`src/rtl/edge_sched_pkg.sv`:
```
// Shared types and helpers for the edge event scheduler: channel FSM states,
// round-robin pick result and the rotating-priority search.
package edge_sched_pkg;

  localparam int unsigned N_CH_MAX     = 8;
  localparam logic [16:0] DEF_HOLD_CYC = 17'd99999;

  typedef enum logic {CH_IDLE, CH_HOLD} ch_state_t;

  typedef struct packed {
    logic       hit;
    logic [2:0] idx;
  } rr_pick_t;

  // First set bit of pend searching upward from ptr, wrapping at n_ch.
  function automatic rr_pick_t rr_pick(input logic [N_CH_MAX-1:0] pend,
                                       input logic [2:0]          ptr,
                                       input int unsigned         n_ch);
    rr_pick_t    r;
    int unsigned j;
    r = '0;
    for (int unsigned k = 0; k < N_CH_MAX; k++) begin
      j = int'(ptr) + k;
      if (j >= n_ch) j = j - n_ch;
      if (k < n_ch && !r.hit && pend[j[2:0]]) begin
        r.hit = 1'b1;
        r.idx = j[2:0];
      end
    end
    return r;
  endfunction

endpackage

```
`src/rtl/edge_holdoff_ch.sv`:
```
// One scheduler channel: qualifies a raw level with a retrigger hold-off and
// emits a registered 1-cycle event together with the timestamp of the firing edge.
module edge_holdoff_ch
  import edge_sched_pkg::*;
#(
  parameter int unsigned TS_W  = 32,
  parameter int unsigned CNT_W = 17
) (
  input  logic             clk,
  input  logic             arstn,
  input  logic             en,
  input  logic             raw,
  input  logic [CNT_W-1:0] hold_cyc,
  input  logic [TS_W-1:0]  ts,
  output logic             evt,
  output logic [TS_W-1:0]  evt_ts
);

  ch_state_t        state, state_nxt;
  logic [CNT_W-1:0] cnt;
  logic [CNT_W-1:0] hc;
  logic             fire;

  always_comb begin
    state_nxt = state;
    fire      = 1'b0;
    case (state)
      CH_IDLE: begin
        if (en && raw) begin
          fire      = 1'b1;
          state_nxt = CH_HOLD;
        end
      end
      CH_HOLD: begin
        if (cnt == hc - CNT_W'(1)) state_nxt = CH_IDLE;
      end
      default: state_nxt = CH_IDLE;
    endcase
  end

  always_ff @(posedge clk or negedge arstn) begin
    if (!arstn) begin
      state  <= CH_IDLE;
      cnt    <= '0;
      hc     <= CNT_W'(1);
      evt    <= 1'b0;
      evt_ts <= '0;
    end else begin
      state <= state_nxt;
      evt   <= fire;
      if (fire) begin
        evt_ts <= ts;
        cnt    <= '0;
        // A zero hold-off behaves as one cycle so the channel always re-arms.
        hc     <= (hold_cyc == '0) ? CNT_W'(1) : hold_cyc;
      end else if (state == CH_HOLD) begin
        cnt <= cnt + CNT_W'(1);
      end
    end
  end

endmodule

```
`src/rtl/edge_event_sched.sv`:
```
// Multi-channel edge event scheduler: timestamped hold-off channels, one-deep
// pending slot per channel, round-robin drain onto a valid/ready port.
// Define EDGE_SCHED_SYNC_EN to pass each raw_sig bit through a 2-FF synchronizer.
module edge_event_sched
  import edge_sched_pkg::*;
#(
  parameter  int unsigned N_CH  = 4,
  parameter  int unsigned TS_W  = 32,
  parameter  int unsigned CNT_W = 17,
  parameter  int unsigned OVF_W = 8,
  localparam int unsigned CH_W  = (N_CH > 1) ? $clog2(N_CH) : 1
) (
  input  logic             clk_50M,
  input  logic             arstn,
  input  logic             en,
  input  logic [N_CH-1:0]  raw_sig,
  input  logic [CNT_W-1:0] hold_cyc,
  output logic             evt_valid,
  input  logic             evt_ready,
  output logic [CH_W-1:0]  evt_ch,
  output logic [TS_W-1:0]  evt_ts,
  output logic [OVF_W-1:0] ovf_cnt,
  output logic             ovf_flag
);

  logic [TS_W-1:0]  ts;
  logic [N_CH-1:0]  raw_q;
  logic [N_CH-1:0]  evt;
  logic [TS_W-1:0]  ch_ts [N_CH];
  logic [N_CH-1:0]  pend;
  logic [TS_W-1:0]  ts_q  [N_CH];
  logic [CH_W-1:0]  ptr, ptr_nxt, sel;
  rr_pick_t         pick;
  logic             load;
  logic [N_CH-1:0]  grant, drop;
  logic [3:0]       n_drop;
  logic [OVF_W+3:0] ovf_sum;
  logic [OVF_W-1:0] ovf_nxt;

  always_ff @(posedge clk_50M or negedge arstn) begin
    if (!arstn) ts <= '0;
    else        ts <= ts + TS_W'(1);
  end

`ifdef EDGE_SCHED_SYNC_EN
  logic [N_CH-1:0] sync1, sync2;
  always_ff @(posedge clk_50M or negedge arstn) begin
    if (!arstn) begin
      sync1 <= '0;
      sync2 <= '0;
    end else begin
      sync1 <= raw_sig;
      sync2 <= sync1;
    end
  end
  always_comb raw_q = sync2;
`else
  always_comb raw_q = raw_sig;
`endif

  for (genvar i = 0; i < N_CH; i++) begin : g_ch
    edge_holdoff_ch #(
      .TS_W  (TS_W),
      .CNT_W (CNT_W)
    ) u_ch (
      .clk      (clk_50M),
      .arstn    (arstn),
      .en       (en),
      .raw      (raw_q[i]),
      .hold_cyc (hold_cyc),
      .ts       (ts),
      .evt      (evt[i]),
      .evt_ts   (ch_ts[i])
    );
  end

  always_comb begin
    pick  = rr_pick(N_CH_MAX'(pend), 3'(ptr), N_CH);
    sel   = CH_W'(pick.idx);
    load  = ~evt_valid | evt_ready;
    grant = '0;
    if (load && pick.hit) grant[sel] = 1'b1;
    ptr_nxt = (sel == CH_W'(N_CH - 1)) ? '0 : sel + CH_W'(1);
    // A slot being granted this cycle can take the new event without loss.
    drop   = evt & pend & ~grant;
    n_drop = '0;
    for (int unsigned i = 0; i < N_CH; i++) n_drop = n_drop + 4'(drop[i]);
    ovf_sum = (OVF_W+4)'(ovf_cnt) + (OVF_W+4)'(n_drop);
    ovf_nxt = (ovf_sum[OVF_W+3:OVF_W] != '0) ? '1 : ovf_sum[OVF_W-1:0];
  end

  always_ff @(posedge clk_50M or negedge arstn) begin
    if (!arstn) begin
      pend <= '0;
      for (int unsigned i = 0; i < N_CH; i++) ts_q[i] <= '0;
    end else begin
      for (int unsigned i = 0; i < N_CH; i++) begin
        if (evt[i] && (!pend[i] || grant[i])) begin
          pend[i] <= 1'b1;
          ts_q[i] <= ch_ts[i];
        end else if (grant[i]) begin
          pend[i] <= 1'b0;
        end
      end
    end
  end

  always_ff @(posedge clk_50M or negedge arstn) begin
    if (!arstn) begin
      ovf_cnt  <= '0;
      ovf_flag <= 1'b0;
    end else begin
      ovf_cnt  <= ovf_nxt;
      ovf_flag <= ovf_flag | (|drop);
    end
  end

  always_ff @(posedge clk_50M or negedge arstn) begin
    if (!arstn) begin
      evt_valid <= 1'b0;
      evt_ch    <= '0;
      evt_ts    <= '0;
      ptr       <= '0;
    end else if (load) begin
      evt_valid <= pick.hit;
      if (pick.hit) begin
        evt_ch <= sel;
        evt_ts <= ts_q[sel];
        ptr    <= ptr_nxt;
      end
    end
  end

endmodule

```
`config.mk`:
```
export PLATFORM = sky130hd
export DESIGN_NAME = edge_event_sched
export DESIGN_NICKNAME = d
export VERILOG_FILES = /design/src/rtl/edge_sched_pkg.sv /design/src/rtl/edge_holdoff_ch.sv /design/src/rtl/edge_event_sched.sv
export SDC_FILE = /design/constraint.sdc
export NUM_CORES = 1
export LEC_CHECK = 0
export BUFFER_PORTS_ARGS = -buffer_cell sky130_fd_sc_hd__buf_2
export CORE_MARGIN = 10
export CORE_UTILIZATION = 40
export DETAILED_ROUTE_END_ITERATION = 10
export PLACE_DENSITY = 0.58
export SKIP_CTS_REPAIR_TIMING = 1
export SLEW_MARGIN = 20
export SYNTH_ARGS = -nofsm -noshare
export SYNTH_HDL_FRONTEND = slang
export SYNTH_HIERARCHICAL = 1
export SYNTH_SLANG_ARGS = --single-unit
```
`constraint.sdc`:
```
create_clock -name clk_50M -period 5.3 [get_ports clk_50M]
set_input_delay 0 -clock clk_50M [delete_from_list [all_inputs] [get_ports clk_50M]]
set_output_delay 0 -clock clk_50M [all_outputs]
set_load 0.03 [all_outputs]
```
### After elaboration in Yosys (flattened, before gate mapping)

Cells that the tools add are included.

| operators by class | value |
|---|---|
| bitwise gates (word level) | 11 |
| magnitude comparators | 11 |
| add/subtract/negate cells | 21 |
| muxes and demuxes | 57 |
| equal/unequal tests | 5 |
| reductions and logical operators | 36 |

Operator list:

| operator | count |
|---|---|
| $mux W17 | 9 |
| $add A17 B1 Y17 const B | 4 |
| $eq A17 B17 Y1 | 4 |
| $sub A17 B1 Y17 const B | 4 |
| $bmux W32 S2 | 1 |
| $mux W32 | 2 |
| $add A32 B1 Y32 const B | 1 |
| $mux W1 | 25 |
| $mux W4 | 5 |
| $logic_not A17 Y1 | 1 |
| $lt A3 B4 Y1 const B | 4 |
| $reduce_bool A2 Y1 | 8 |
| $logic_and A1 B1 Y1 | 13 |
| $bmux W1 S3 | 4 |
| $ge A3 B3 Y1 const B | 4 |
| $mux W3 | 4 |
| $add A8 B4 Y9 | 1 |
| $sub A3 B3 Y3 const B | 3 |
| $and A4 B4 Y4 | 2 |
| $mux W8 | 1 |
| $pmux W1 S2 | 4 |
| $logic_not A1 Y1 | 7 |
| $add A2 B2 Y3 const B | 2 |
| $not A1 Y1 | 5 |
| 19 further kinds | 23 |

| word-level totals | value |
|---|---|
| register bits | 482 |
| output and inout port bits | 44 |
| logic and storage cells | 176 |
| bits of input ports | 25 |

### Depth between registers and ports, before layout

Gate-level depths: netlist (run 1).

| logic depth | value |
|---|---|
| depth after elaboration | 27 |
| depth in mapped cells | 22 |
| depth with buffers taken out | 18 |

### Modules after synthesis

The synthesis (run 1) kept the hierarchy.

Modules (own cells, without submodules):

| module | area each (um^2) | instances | cells each |
|---|---|---|---|
| edge_holdoff_ch | 3,325.7 | 4 | 385 |
| edge_event_sched | 10,237.3 | 1 | 841 |

### Worst setup path after synthesis (run 1)

Ideal clock, no wire load.

| path | value |
|---|---|
| kind | reg-to-reg |
| start point | register ptr[0] |
| end point | register ovf_cnt[6] |
| slack | 0.712 ns |
| data arrival time | 4.463 ns |
| library setup time | 0.125 ns |
| clock period less this slack | 4.588 ns |
| stages on the path, launching flop included | 22 |
| buffers on the path | 4 |
| path through | dfrtp_1 -> buf_6 -> clkinv_1 -> ha_1 -> clkbuf_1 -> mux4_2 -> inv_1 -> a211oi_2 -> mux2i_1 -> buf_2 -> buf_4 -> ha_1 -> inv_1 -> o211ai_1 -> fa_1 -> fa_1 -> inv_1 -> fa_1 -> and3_1 -> nand3_1 -> nor3_1 -> a21oi_1 |

| on the way | value |
|---|---|
| cells in the longest elaborated chain, start to end | 27 |
| elaborated cells between the ends (all ways) | 48 |
| classes of those cells | add/sub (11); order compare (6); mux (20); bitwise (2); reduce/logical (9) |

RTL lines:

| element | RTL line | text |
|---|---|---|
| start, declared | edge_event_sched.sv:32 | `logic [CH_W-1:0] ptr, ptr_nxt, sel;` |
| start signal, assigned | edge_event_sched.sv:129 | `ptr <= ptr_nxt;` |
| branches (longest 13 deep; another with $add A2 B1 Y3) | - |  |
| $mux W4 * | edge_sched_pkg.sv:25 | `if (k < n_ch && !r.hit && pend[j[2:0]]) begin` |
| $lt A2 B3 Y1 (not written as such) / $ge A2 B1 Y1 (equally long branches) | edge_event_sched.sv:82 | `if (load && pick.hit) grant[sel] = 1'b1;` |
| $logic_and A1 B1 Y1 (not written as such) | edge_event_sched.sv:82 |  |
| $mux W1 (not written as such) | edge_event_sched.sv:82 |  |
| $demux W1 S2 | edge_event_sched.sv:82 |  |
| $mux W4 * | edge_event_sched.sv:82 |  |
| $not A4 Y4 * | edge_event_sched.sv:85 | `drop = evt & pend & ~grant;` |
| $and A4 B4 Y4 * | edge_event_sched.sv:85 |  |
| $add A1 B1 Y2 | edge_event_sched.sv:87 | `for (int unsigned i = 0; i < N_CH; i++) n_drop = n_drop + 4'(drop[i]);` |
| $add A2 B1 Y3 | edge_event_sched.sv:87 |  |
| $add A3 B1 Y4 * | edge_event_sched.sv:87 |  |
| $add A8 B4 Y9 * | edge_event_sched.sv:88 | `ovf_sum = (OVF_W+4)'(ovf_cnt) + (OVF_W+4)'(n_drop);` |
| $reduce_bool A4 Y1 | edge_event_sched.sv:89 | `ovf_nxt = (ovf_sum[OVF_W+3:OVF_W] != '0) ? '1 : ovf_sum[OVF_W-1:0];` |
| $mux W8 * | edge_event_sched.sv:89 |  |
| via ovf_nxt[6] | edge_event_sched.sv:38 | `logic [OVF_W-1:0] ovf_nxt;` |
| end signal, assigned | edge_event_sched.sv:113 | `ovf_cnt <= ovf_nxt;` |
| end, declared | edge_event_sched.sv:22 | `output logic [OVF_W-1:0] ovf_cnt,` |

Mark *: on every way through the listed nets, which the timed path passes. The select of a mux whose other input is x is not followed.
A chain may end at the register's enable or synchronous reset.

### Worst setup path after layout (run 1)

Same ends and word-level chain as after synthesis.

==> flow_summary.yaml, run 1 <==
layout:
  utilization_pct: 45.8
  fin_nets: 2474
  num_antenna_cells: 0
  fillers: 5435
  final_common_cell: "nand2_1"
  final_cells: 3236
  drive_above_1_share_pct: 14.1
  areaGrowthSynthToFinish_pct: 12.8
  layout_common_cells: "nand2_1, dfrtp_1, nand3_1, mux2_4, mux2i_1"
detailed_routing:
  drtAntennaViolNets: 0
  first_iter_violations: 1174
  vias_per_cell: 5.45
  wire_per_inst_um: 18.2
  routed_wl_um: 59000
  drc: 0
  vias: 17600
  first_pass_iters: 5
power:
  peakVddDrop_uv: 400
  p_per_area_nw_per_um2: 458
  p_leak_nw: 12.5
global_routing:
  overflow: 0
  grt_pass1_wl_um: 96500
  grt_pass1_vias: 17700
  gr-usage-all-layers_pct: 16.8
  grt_antenna_before_repair: 0
  grt_max_degree: 152
hold_path:
  whs_path_depth: 3
  hold_path_end: "g_ch[0].u_ch/state"
  hp-class: "primary input to register"
  worstHoldStart: "en"
worst_setup_path:
  cp_slowest_stage_delay_ps: 530
  crit_slowest_cell: "ha_1"
  end_kind: "register"
  r2r_slack_ps: 470
  critical_path_arrival_ps: 5330
  crit_chain: "clkinv_1 > ha_1 > mux4_2 > inv_1 > a211oi_4 > mux2i_4 > buf_4 > ha_1 > inv_1 > o211ai_1 > fa_1 > fa_1 > inv_1 > fa_1 > and3_1 > nand3_1 > nor3_1 > a21oi_1"
  start_kind: "register"
  crit_type: "register to register"
  rr_startpoint: "ptr[0]"
  crit_family: "adder cells"
  reg2reg_to: "ovf_cnt[6]"
  worstPathRequired_ps: 5800
  ff2ff_path_depth: 18
  cp_max_fo: 12
  cp_num_buf_inv: 5
placement:
  place.gp.congestion: 0.840
  place_hpwl_um: 37100
  numPortBuffers: 68
  dp_slack_ps: 503
  place_inst: 3117
synth:
  yosysWarnings: 6
  syn-num-nets: 2424
  ys.flop_type: "dfrtp_1"
  ys_ff_latch: 482
  async_reset_ff_share_pct: 100
  syn_area_um2: 23500
  synth_cell_types: 73
  synth_cells: 2381
  synth_area_per_cell_um2: 9.89
  synth_edf_count: 0
  synth-seq-area-share_pct: 51.3
cts:
  clock_latency_ps: 610
  clkTransAtPathRegs_ps: 60
  cts_sinks: 482
  cts_max_level: 2
  cts-root-buf: "clkbuf_16"
  cts_tree: "built"
  cts_buffer_depth: 3
  numCtsBuffers: 53
timing:
  worst_slack_ps: 471
  max_freq_mhz: 207
  relSlewSlack_pct: 34.2
  fin_crit_sh_pct: 91.1
  whs_ps: -9.75
  skew_ps: 39.9
  finalHoldViolations: 2
  worst_pin_slew_ps: 984
  finalSetupViolations: 0
  tns_ps: 0
  rsz0062_at_grt: "false"
  layout_min_cycle_time_ps: 4830
  slew_viol_final: 0
status:
  violations: "negative hold slack"
  status: "finished, violations left"
run:
  drv_cap: 0
floorplanning:
  initial_core_util_pct: 40.6
  io-pin-count: 69
  num_rows: 88
  fp.dieH_um: 263
  core_area_um2: 58000
  die_area_um2: 69000
  dieWidth_um: 263
## power breakdown
group	internal (W)	leakage (nW)	switching, W
Sequential	0.00416	6.35	0.000613
Combinational	0.00137	5.28	0.00233
Clock	0.00217	0.868	0.00151
## sequential cells by signal (all words and copies together) (netlist names), 2 cells and up
| name | count |
|---|---|
| ts_q | 128 |
| evt_ch | 2 |
| g_ch.u_ch/evt | 4 |
| ts | 32 |
| g_ch.u_ch/state | 4 |
| g_ch.u_ch/hc | 68 |
| ovf_cnt | 8 |
| g_ch.u_ch/evt_ts | 128 |
| ptr | 2 |
| g_ch.u_ch/cnt | 68 |
| pend | 4 |
| evt_ts | 32 |
## metal layers
metal  wire length [um]  track usage, %
met1              26500            22.0
met5                  0               0
met4               1370            5.31
met2              28800            28.2
met3               2440            2.36
## cells by family (layout without fill, tap and decap cells)
group | count (synthesis) | count (layout) | synth area share (%)
adders and majority gates | 18 | 18 | 1.05
and+or+nand+nor | 1062 | 1062 | 20.8
DFF | 482 | 482 | 51.3
muxes | 182 | 182 | 9.91
buffers and inverters | 199 | 289 | 3.58
xor gates and xnor gates | 97 | 97 | 3.61
AOI/OAI and AO/OA | 341 | 341 | 9.77
## metrics by stage
| stage | power [W] | cell area (um^2) | hold slack [ps] |
|---|---|---|---|
| final | 0.0122 | 26600 | -9.75 |
| after floorplan | 0.00756 | 23500 | -296 |
| after global routing | 0.0129 | 26600 | 62.4 |
| after CTS | 0.0123 | 26300 | -500 |
| after global placement | 0.00841 | 24600 | 150 |
| after detailed placement | 0.00853 | 24600 | 155 |
## synthesized netlist by cell type (all sizes together), types with 6 or more instances
library cell    n  area (um^2)
nand2         696         2610
dfrtp         478        12000
o21ai         119          596
mux2          108         1550
nand3         107          536
clkbuf        101          379
inv            71          267
mux2i          71          711
xnor2          57          499
nor2           53          199
xor2           40          350
nor4           37          292
a32oi          35          307
o221ai         31          272
o22ai          31          194
nand4          30          188
a21oi          28          140
buf            22          179
nand2b         17          116
o211ai         16          120
o31ai          16          120
or3            16          125
ha             15          188
nor2b          15         93.8
and3           13         81.3
or2            13         81.3
nor3           12          125
a211oi         10         80.1
nand3b         10         75.1
a31oi           9         56.3
a31o            8         70.1
and2            8         50.1
or4             8         60.1
and4            6         52.6
## worst register-to-register path, stage by stage, from the launching register on
cell and delay (ps):
dfrtp_2 480, clkinv_1 280, ha_1 530, mux4_2 420, inv_1 140, a211oi_4 80
mux2i_4 170, buf_4 270, ha_1 190, inv_1 50, o211ai_1 260, fa_1 490
fa_1 450, inv_1 100, fa_1 240, and3_1 250, nand3_1 110, nor3_1 140
a21oi_1 60
## cell type report
type | count | area, um^2 | area share [%]
clock buffer | 81 | 1600 | 6.03
clock inverter | 14 | 155 | 0.584
inverter | 76 | 287 | 1.08
multi-input combinational | 1700 | 10700 | 40.2
sequential | 482 | 12100 | 45.4
tap | 765 | 957 | 3.60
timing repair buffer | 118 | 823 | 3.10
## worst max path at each step
stage,startpoint,to,slack (ps),depth (start not counted)
final,ptr[0],ovf_cnt[6],470,18
after floorplan,ptr[0],ovf_cnt[6],710,21
after CTS,ptr[0],ovf_cnt[6],470,18
after global placement,ptr[0],ovf_cnt[6],620,18
after detailed placement,ptr[0],ovf_cnt[6],500,18
after global routing,ptr[0],ovf_cnt[6],120,18
Note: power is estimated with default switching activity, not from simulation.
==> inputs of run 2 (changes only) <==
--- a/config.mk
+++ b/config.mk
@@ -14,5 +14,4 @@
 export SLEW_MARGIN = 20
 export SYNTH_ARGS = -nofsm -noshare
 export SYNTH_HDL_FRONTEND = slang
-export SYNTH_HIERARCHICAL = 1
 export SYNTH_SLANG_ARGS = --single-unit
==> flow_summary.yaml, run 2 <==
cts:
  clkTransAtPathRegs_ps: 60
  cts_max_level: 2
  clock_latency_ps: 630
  numCtsBuffers: 54
  cts_buffer_depth: 3
  cts-root-buf: "clkbuf_16"
  cts_tree: "built"
  cts_sinks: 482
layout:
  num_antenna_cells: 0
  largestRegisters: "g_ch.u_ch.evt_ts x128, ts_q x128"
  fin_nets: 2458
  drive_above_1_share_pct: 15.6
  final_cells: 3229
  areaGrowthSynthToFinish_pct: 12.2
  stdcell_area_um2: 26700
  layout_common_cells: "nand2_1, dfrtp_1, a211oi_1, mux2_4, nand3_1"
  final_common_cell: "nand2_1"
synth:
  synth_top_area_share_pct: 50.3
  synth_area_per_cell_um2: 9.91
  netlist.top_cell.by_area: "dfrtp_1"
  yosys-top-cells-area: "dfrtp_1, nand2_1, mux2_4, a211oi_1, xnor2_1"
  ys.flop_type: "dfrtp_1"
  ys_ff_latch: 482
  async_reset_ff_share_pct: 100
  syn_area_um2: 23800
  yosysWarnings: 0
  synth_cells: 2401
  syn-num-nets: 2444
  synth.most_common_cell: "nand2_1"
  synthTopCellsByCount: "nand2_1, dfrtp_1, clkbuf_1, a211oi_1, mux2_4"
  synth_cell_types: 73
  synth-seq-area-share_pct: 50.7
  synth_edf_count: 0
global_routing:
  grt_max_degree: 170
  grt_antenna_before_repair: 1
  grt_pass1_vias: 17800
  gr-usage-all-layers_pct: 17.4
  overflow: 0
  grt_pass1_wl_um: 99000
detailed_routing:
  routed_wl_um: 61100
  drtAntennaViolNets: 0
  wire_per_inst_um: 18.9
  dr.max_layer_used: "met5"
  first_pass_iters: 5
  wl_met3_um: 2100
  wl_met2_um: 30200
  vias_per_cell: 5.36
  vias: 17300
  first_iter_violations: 1070
  met1_length_um: 27200
  drc: 0
status:
  violations: "negative hold slack"
  status: "finished, violations left"
placement:
  place_inst: 3108
  dp_slack_ps: 533
  placed_cell_area_um2: 24600
  place.gp.congestion: 0.831
  place_hpwl_um: 38700
  numPortBuffers: 68
worst_setup_path:
  cp_max_fo: 18
  start_kind: "register"
  ff2ff_path_depth: 16
  rr_startpoint: "ptr[1]"
  r2r_slack_ps: 530
  reg2reg_to: "ovf_cnt[3]"
  end_kind: "register"
  crit_path_end: "ovf_cnt[3]"
  crit_type: "register to register"
  worstPathRequired_ps: 5840
  cp-startpoint: "ptr[1]"
  critical_path_arrival_ps: 5300
timing:
  relSlewSlack_pct: 27.0
  tns_ps: 0
  max_freq_mhz: 210
  finalSetupViolations: 0
  skew_ps: 33.4
  fin_crit_sh_pct: 89.9
  layout_min_cycle_time_ps: 4770
  worst_pin_slew_ps: 1090
  finalHoldViolations: 2
  rsz0062_at_grt: "false"
  whs_ps: -5.31
  slew_viol_final: 0
  worst_slack_ps: 535
floorplanning:
  fp.dieH_um: 264
  initial_core_util_pct: 40.4
  io-pin-count: 69
  num_rows: 89
  die_area_um2: 69600
  core_area_um2: 58900
  dieWidth_um: 264
power:
  p_leak_nw: 12.6
  p_per_area_nw_per_um2: 473
  peakVddDrop_uv: 424
hold_path:
  hp-class: "primary input to async pin"
run:
  drv_cap: 0
-- run 2: changes by cell type after synthesis, moves of 31 or more --
cell / change
a211oi_1: +88
o21ai_1: -61
mux2i_1: -53
a22o_1: +37
a32oi_1: -35
nor3_1: +32
o221ai_1: -31
-- run 2: worst min path at each step --
stage	to	slack (ps)	depth (start not counted)	from
2_1_floorplan	evt_ch[0]	-300	0	arstn
3_3_place_gp	ts_q[41]	60	1	arstn
3_5_place_dp	ts_q[40]	60	1	arstn
4_1_cts	ts_q[40]	-610	1	arstn
5_1_grt	ts_q[40]	30	2	arstn
6_report	ts_q[40]	-5	2	arstn
-- run 2: worst max-delay path, cell delays in order (launching register included) --
cell and delay (ps):
dfrtp_1 510, ha_1 510, inv_1 130, a311oi_1 260
a221o_1 140, and2_1 720, ha_1 280, inv_1 60
o21a_2 210, nand2_1 110, fa_1 450, fa_1 430
inv_1 100, fa_1 250, and2_1 190, nand3_1 190
o21ai_0 120
-- run 2: kinds of logic (layout without fill, tap and decap cells) --
family	count (synthesis)	after routing	synth area share, %
xor gates and xnor gates	120	120	4.42
adders and majority gates	18	18	1.04
AOI/OAI and AO/OA	379	379	12.0
DFF	482	482	50.7
and+or+nand+nor	1014	1014	18.7
buffers and inverters	230	285	4.23
muxes	158	158	8.96
-- run 2: layout make-up --
| type | instances | area, um^2 |
|---|---|---|
| tap | 773 | 967 |
| multi-input combinational | 1689 | 10800 |
| inverter | 66 | 248 |
| sequential | 482 | 12100 |
| fill | 5562 | 32200 |
| timing repair buffer | 122 | 871 |
| clock buffer | 85 | 1610 |
| clock inverter | 12 | 164 |
-- run 2: where the power goes --
part	switching (W)	internal, W
combinational	0.00266	0.00144
clock	0.00155	0.00218
sequential	0.000594	0.00421
-- run 2: stage by stage --
step                      power (W)  hold slack [ps]  util [%]
after floorplan             0.00765             -296         -
after global placement      0.00886             55.7      41.8
after detailed placement    0.00895             61.0      41.8
after CTS                    0.0127             -606      44.9
after global routing         0.0134             29.6      45.3
final                        0.0126            -5.31      45.3
-- run 2: routing by layer --
layer,track usage (%),vias to the layer above
li1,-,8310
met1,22.0,8614
met2,30.0,282
met5,0,-
met4,5.54,2
met3,2.40,93
